<file path="src/rtl/pwm_peripheral.sv">
// 16-pin output stage: static-high or shared-duty PWM per pin, driven by the SPI
// register block; duty cycle is double-buffered and reloaded at each period start.
module pwm_peripheral #(
   parameter int CLK_DIV = 13
) (
   input  logic        clk,
   input  logic        rst_n,
   input  logic [7:0]  en_reg_out_7_0,
   input  logic [7:0]  en_reg_out_15_8,
   input  logic [7:0]  en_reg_pwm_7_0,
   input  logic [7:0]  en_reg_pwm_15_8,
   input  logic [7:0]  pwm_duty_cycle,
   output logic [15:0] out,
   output logic        pwm_sync
);

   localparam logic [7:0] PRESC_MAX = 8'(CLK_DIV - 1);

   logic [7:0]  presc_cnt;
   logic [7:0]  pwm_cnt;
   logic [7:0]  duty_q;
   logic        tick;
   logic        period_end;
   logic        lvl;
   logic [15:0] en_out;
   logic [15:0] en_pwm;

   always_comb begin
      en_out     = {en_reg_out_15_8, en_reg_out_7_0};
      en_pwm     = {en_reg_pwm_15_8, en_reg_pwm_7_0};
      tick       = (presc_cnt == PRESC_MAX);
      period_end = tick && (pwm_cnt == 8'hFF);
      // 0xFF is forced to a solid high; a plain compare would leave one tick low
      lvl        = (duty_q == 8'hFF) || (pwm_cnt < duty_q);
   end

   always_ff @(posedge clk or negedge rst_n) begin
      if (!rst_n) begin
         presc_cnt <= '0;
         pwm_cnt   <= '0;
         duty_q    <= '0;
         out       <= '0;
         pwm_sync  <= 1'b0;
      end else begin
         presc_cnt <= tick ? '0 : presc_cnt + 8'd1;
         if (tick) begin
            pwm_cnt <= pwm_cnt + 8'd1;
         end
         if (period_end) begin
            duty_q <= pwm_duty_cycle;
         end
         // Sync marks the clock where both counters sit at zero after a wrap,
         // so the idle zero state straight out of reset does not pulse it.
         pwm_sync  <= period_end;
         out       <= en_out & (~en_pwm | {16{lvl}});
      end
   end

endmodule
</file>
<file path="config.mk">
export PLATFORM = sky130hd
export DESIGN_NAME = pwm_peripheral
export DESIGN_NICKNAME = d
export VERILOG_FILES = /design/src/rtl/pwm_peripheral.sv
export SDC_FILE = /design/constraint.sdc
export NUM_CORES = 1
export LEC_CHECK = 0
export ABC_AREA = 1
export CAP_MARGIN = 20
export CORE_ASPECT_RATIO = 0.75
export CORE_MARGIN = 3
export CORE_UTILIZATION = 33
export CTS_BUF_LIST = sky130_fd_sc_hd__clkbuf_4
export CTS_CLUSTER_SIZE = 14
export DETAILED_ROUTE_END_ITERATION = 12
export PLACE_DENSITY_LB_ADDON = 0.05
export SLEW_MARGIN = 10
export SYNTH_ARGS = -nofsm -noshare
export SYNTH_HDL_FRONTEND = slang
export SYNTH_SLANG_ARGS = --single-unit
</file>
<file path="constraint.sdc">
create_clock -name clk -period 4.2 [get_ports clk]
set_clock_uncertainty 0.1 [all_clocks]
set_input_delay 0.84 -clock clk [delete_from_list [all_inputs] [get_ports clk]]
set_output_delay 0.84 -clock clk [all_outputs]
set_load 0.005 [all_outputs]
</file>
==> impl_metrics.toml <==
[outcome]
outcome = "complete, no violations"

[critical_path]
critPathArrivalTime_ps = 1200
slowest_delay_ps = 510
required_ps = 3260
cp_max_fo = 1
r2r_cells = 8
worst-path-buf-inv = 1
critPathCaptureType = "primary output"
criticalPathCategory = "flop to primary output"
start_kind = "flop"
crit_slowest_cell = "clkdlybuf4s50_1"
cp_top_family = "buffers and inverters"
crit_chain = "clkdlybuf4s50_1"
r2r_start = "pwm_cnt[5]"
r2r_setup_slack_ps = 2270
r2r_end = "out[6]"

[global_route]
grt_pass1_wl_mm = 7.35
grt-ovfl-total = 0
grt_usage_pct = 13.6
antenna_found_initial = 0
grt_max_degree = 42
grt_pass1_vias = 1555

[floorplanning]
die_h_um = 73.4
die-area_um2 = 7040
core_um2 = 5580
io_pins = 59
die_w_um = 95.9
rows = 23
start_util_pct = 35.8

[sta]
setup_violations = 0
fin_crit_sh_pct = 50.9
tightest_slew_ps = 925
hold_violations = 0
clock.fmax_mhz = 468
relSlewSlack_pct = 38.3
rsz0062_at_grt = "false"
holdWs_ps = 405
drv_slew = 0
min_period_ps = 2140
tns_ps = 0

[clocking]
cts_tree = "done"
postCtsSetupBuffers = 0
h-tree-depth = 2
cts_root_buffer = "clkbuf_4"
path_clk_slew_ps = 130
clock-sinks = 41
clk_latency_ps = 350
cts.repair.resized = 0
cts_made_buffers = 5
clock_path_buffers = 2
postCtsHoldBufs = 0

[power]
irDropWorstVdd_v = 0.000115
p_leak_nw = 1.44
p_per_area_nw_per_um2 = 269

[final_layout]
stdcell_count = 371
area_growth_pct = 36.2
fillers = 536
stdcell_area_um2 = 2730
num_antenna_cells = 0
layout.nets = 347
drive_above_1_share_pct = 4.39

[placement]
gp_congestion = 0.740
port_buffers = 58
dpl.cell_count = 363
dp_hpwl_mm = 3.19
dpl_cell_area_um2 = 2650

[logic_synthesis]
yosysSeqAreaShare_pct = 51.3
synth_most_common_cell = "nand2_1"
synth_area_leader_cell = "dfrtp_1"
synth.distinct_cells = 21
yosys-top-cells-count = "nand2_1, inv_1, dfrtp_1, nand3_1, ha_1"
synth_flop_cell = "dfrtp_1"
ys_ff_latch = 41
ys_warn_count = 0
syn-instance-count = 233
netlist.area_leader.share_pct = 51.3
netlist_area_um2 = 2000
synth.area.top_cells = "dfrtp_1, nand2_1, inv_1, nand3_1, ha_1"
ys_async_sr_fraction_pct = 100
avgSynthCellArea_um2 = 8.59
syn_nets = 285
synth_edf_count = 0

[routing]
vias_per_cell = 4.29
wl_per_cell_um = 11.5
vias = 1593
drtAntennaViolNets = 0
drc_errors = 0
first_iter_violations = 52
drt-pass1-iter-count = 4
drt_wl_total_mm = 4.27

[hold_path]
hp-class = "flop to flop"
hold_depth = 2
hold_start = "duty_q[7]"
hold_path_end = "duty_q[7]"

[flow_run]
cap_viol_max_count = 0
final cells by class:
class	count	area [um^2]	share of cell area, %
clock buffers	6	45.0	1.65
clock inverters	2	33.8	1.24
inverters	46	173	6.34
multi-input cells	143	778	28.6
flip-flops and latches	41	1030	37.6
well taps	75	93.8	3.44
repair buffers	58	576	21.1
layer usage:
| layer | track usage (%) | vias up | wire [um] |
|---|---|---|---|
| li1 | - | 844 | - |
| met1 | 18.9 | 707 | 2030 |
| met2 | 20.1 | 35 | 1890 |
| met3 | 4.91 | 7 | 290 |
| met4 | 3.79 | 0 | 51 |
| met5 | 0 | - | 0 |
power breakdown:
group	leakage, nW	internal (mW)	switching [mW]
Clock	0.0433	0.131	0.131
Combinational	0.923	0.0481	0.0202
Sequential	0.474	0.402	0.00175
Total	1.44	0.581	0.153
registers in the layout (all words and copies together) (netlist names):
name	count
presc_cnt	8
duty_q	8
out	16
pwm_cnt	8
pwm_sync	1
logic make-up (layout without fill, tap and decap cells):
logic type | count (synthesis) | after routing | share of synthesized area (%)
compound gates | 10 | 10 | 2.50
flops | 41 | 41 | 51.3
fa+ha+maj | 10 | 10 | 6.25
simple gates | 114 | 114 | 26.2
buf+inv | 49 | 112 | 9.82
xor+xnor | 9 | 9 | 3.94
per-stage QoR:
stage                     worst slack (ps)  utilization [%]  power (mW)
final                                 2060             48.8       0.734
after global routing                  1970             48.8       0.774
after CTS                             2020             48.8       0.747
after detailed placement              2260             47.4       0.482
after global placement                2190             47.4       0.482
after floorplan                       2570                -       0.419
worst reg2reg max path: cells and delay by family (launching register included):
family / cells / cell delay (ps)
fa+ha+maj: 1 / 330
flops: 1 / 440
simple gates: 5 / 800
compound gates: 1 / 150
buf+inv: 1 / 50
worst max-delay path by stage:
stage / start / endpoint / slack (ps) / cells after the start
floorplan: pwm_cnt[5] / out[10] / 2570 / 9
global placement: pwm_cnt[5] / out[13] / 2190 / 8
detailed placement: pwm_cnt[5] / out[6] / 2260 / 8
CTS: out[5] / out[5] / 2020 / 1
global route: out[5] / out[5] / 1970 / 1
finish: out[0] / out[0] / 2060 / 1
cells in the final DEF, fill, tap and decap left out, drive strengths merged:
cell            n
nand2          63
nand3b          1
ha             10
nor2           10
bufinv          1
clkdlybuf4s50  57
buf             1
nand3          29
clkinv          1
a21oi           4
xor2            7
inv            46
nor4            1
clkbuf          6
dfrtp          41
xnor2           2
o21ai           6
nand4           5
nor3            5
Power figures use the tool's default switching activity.
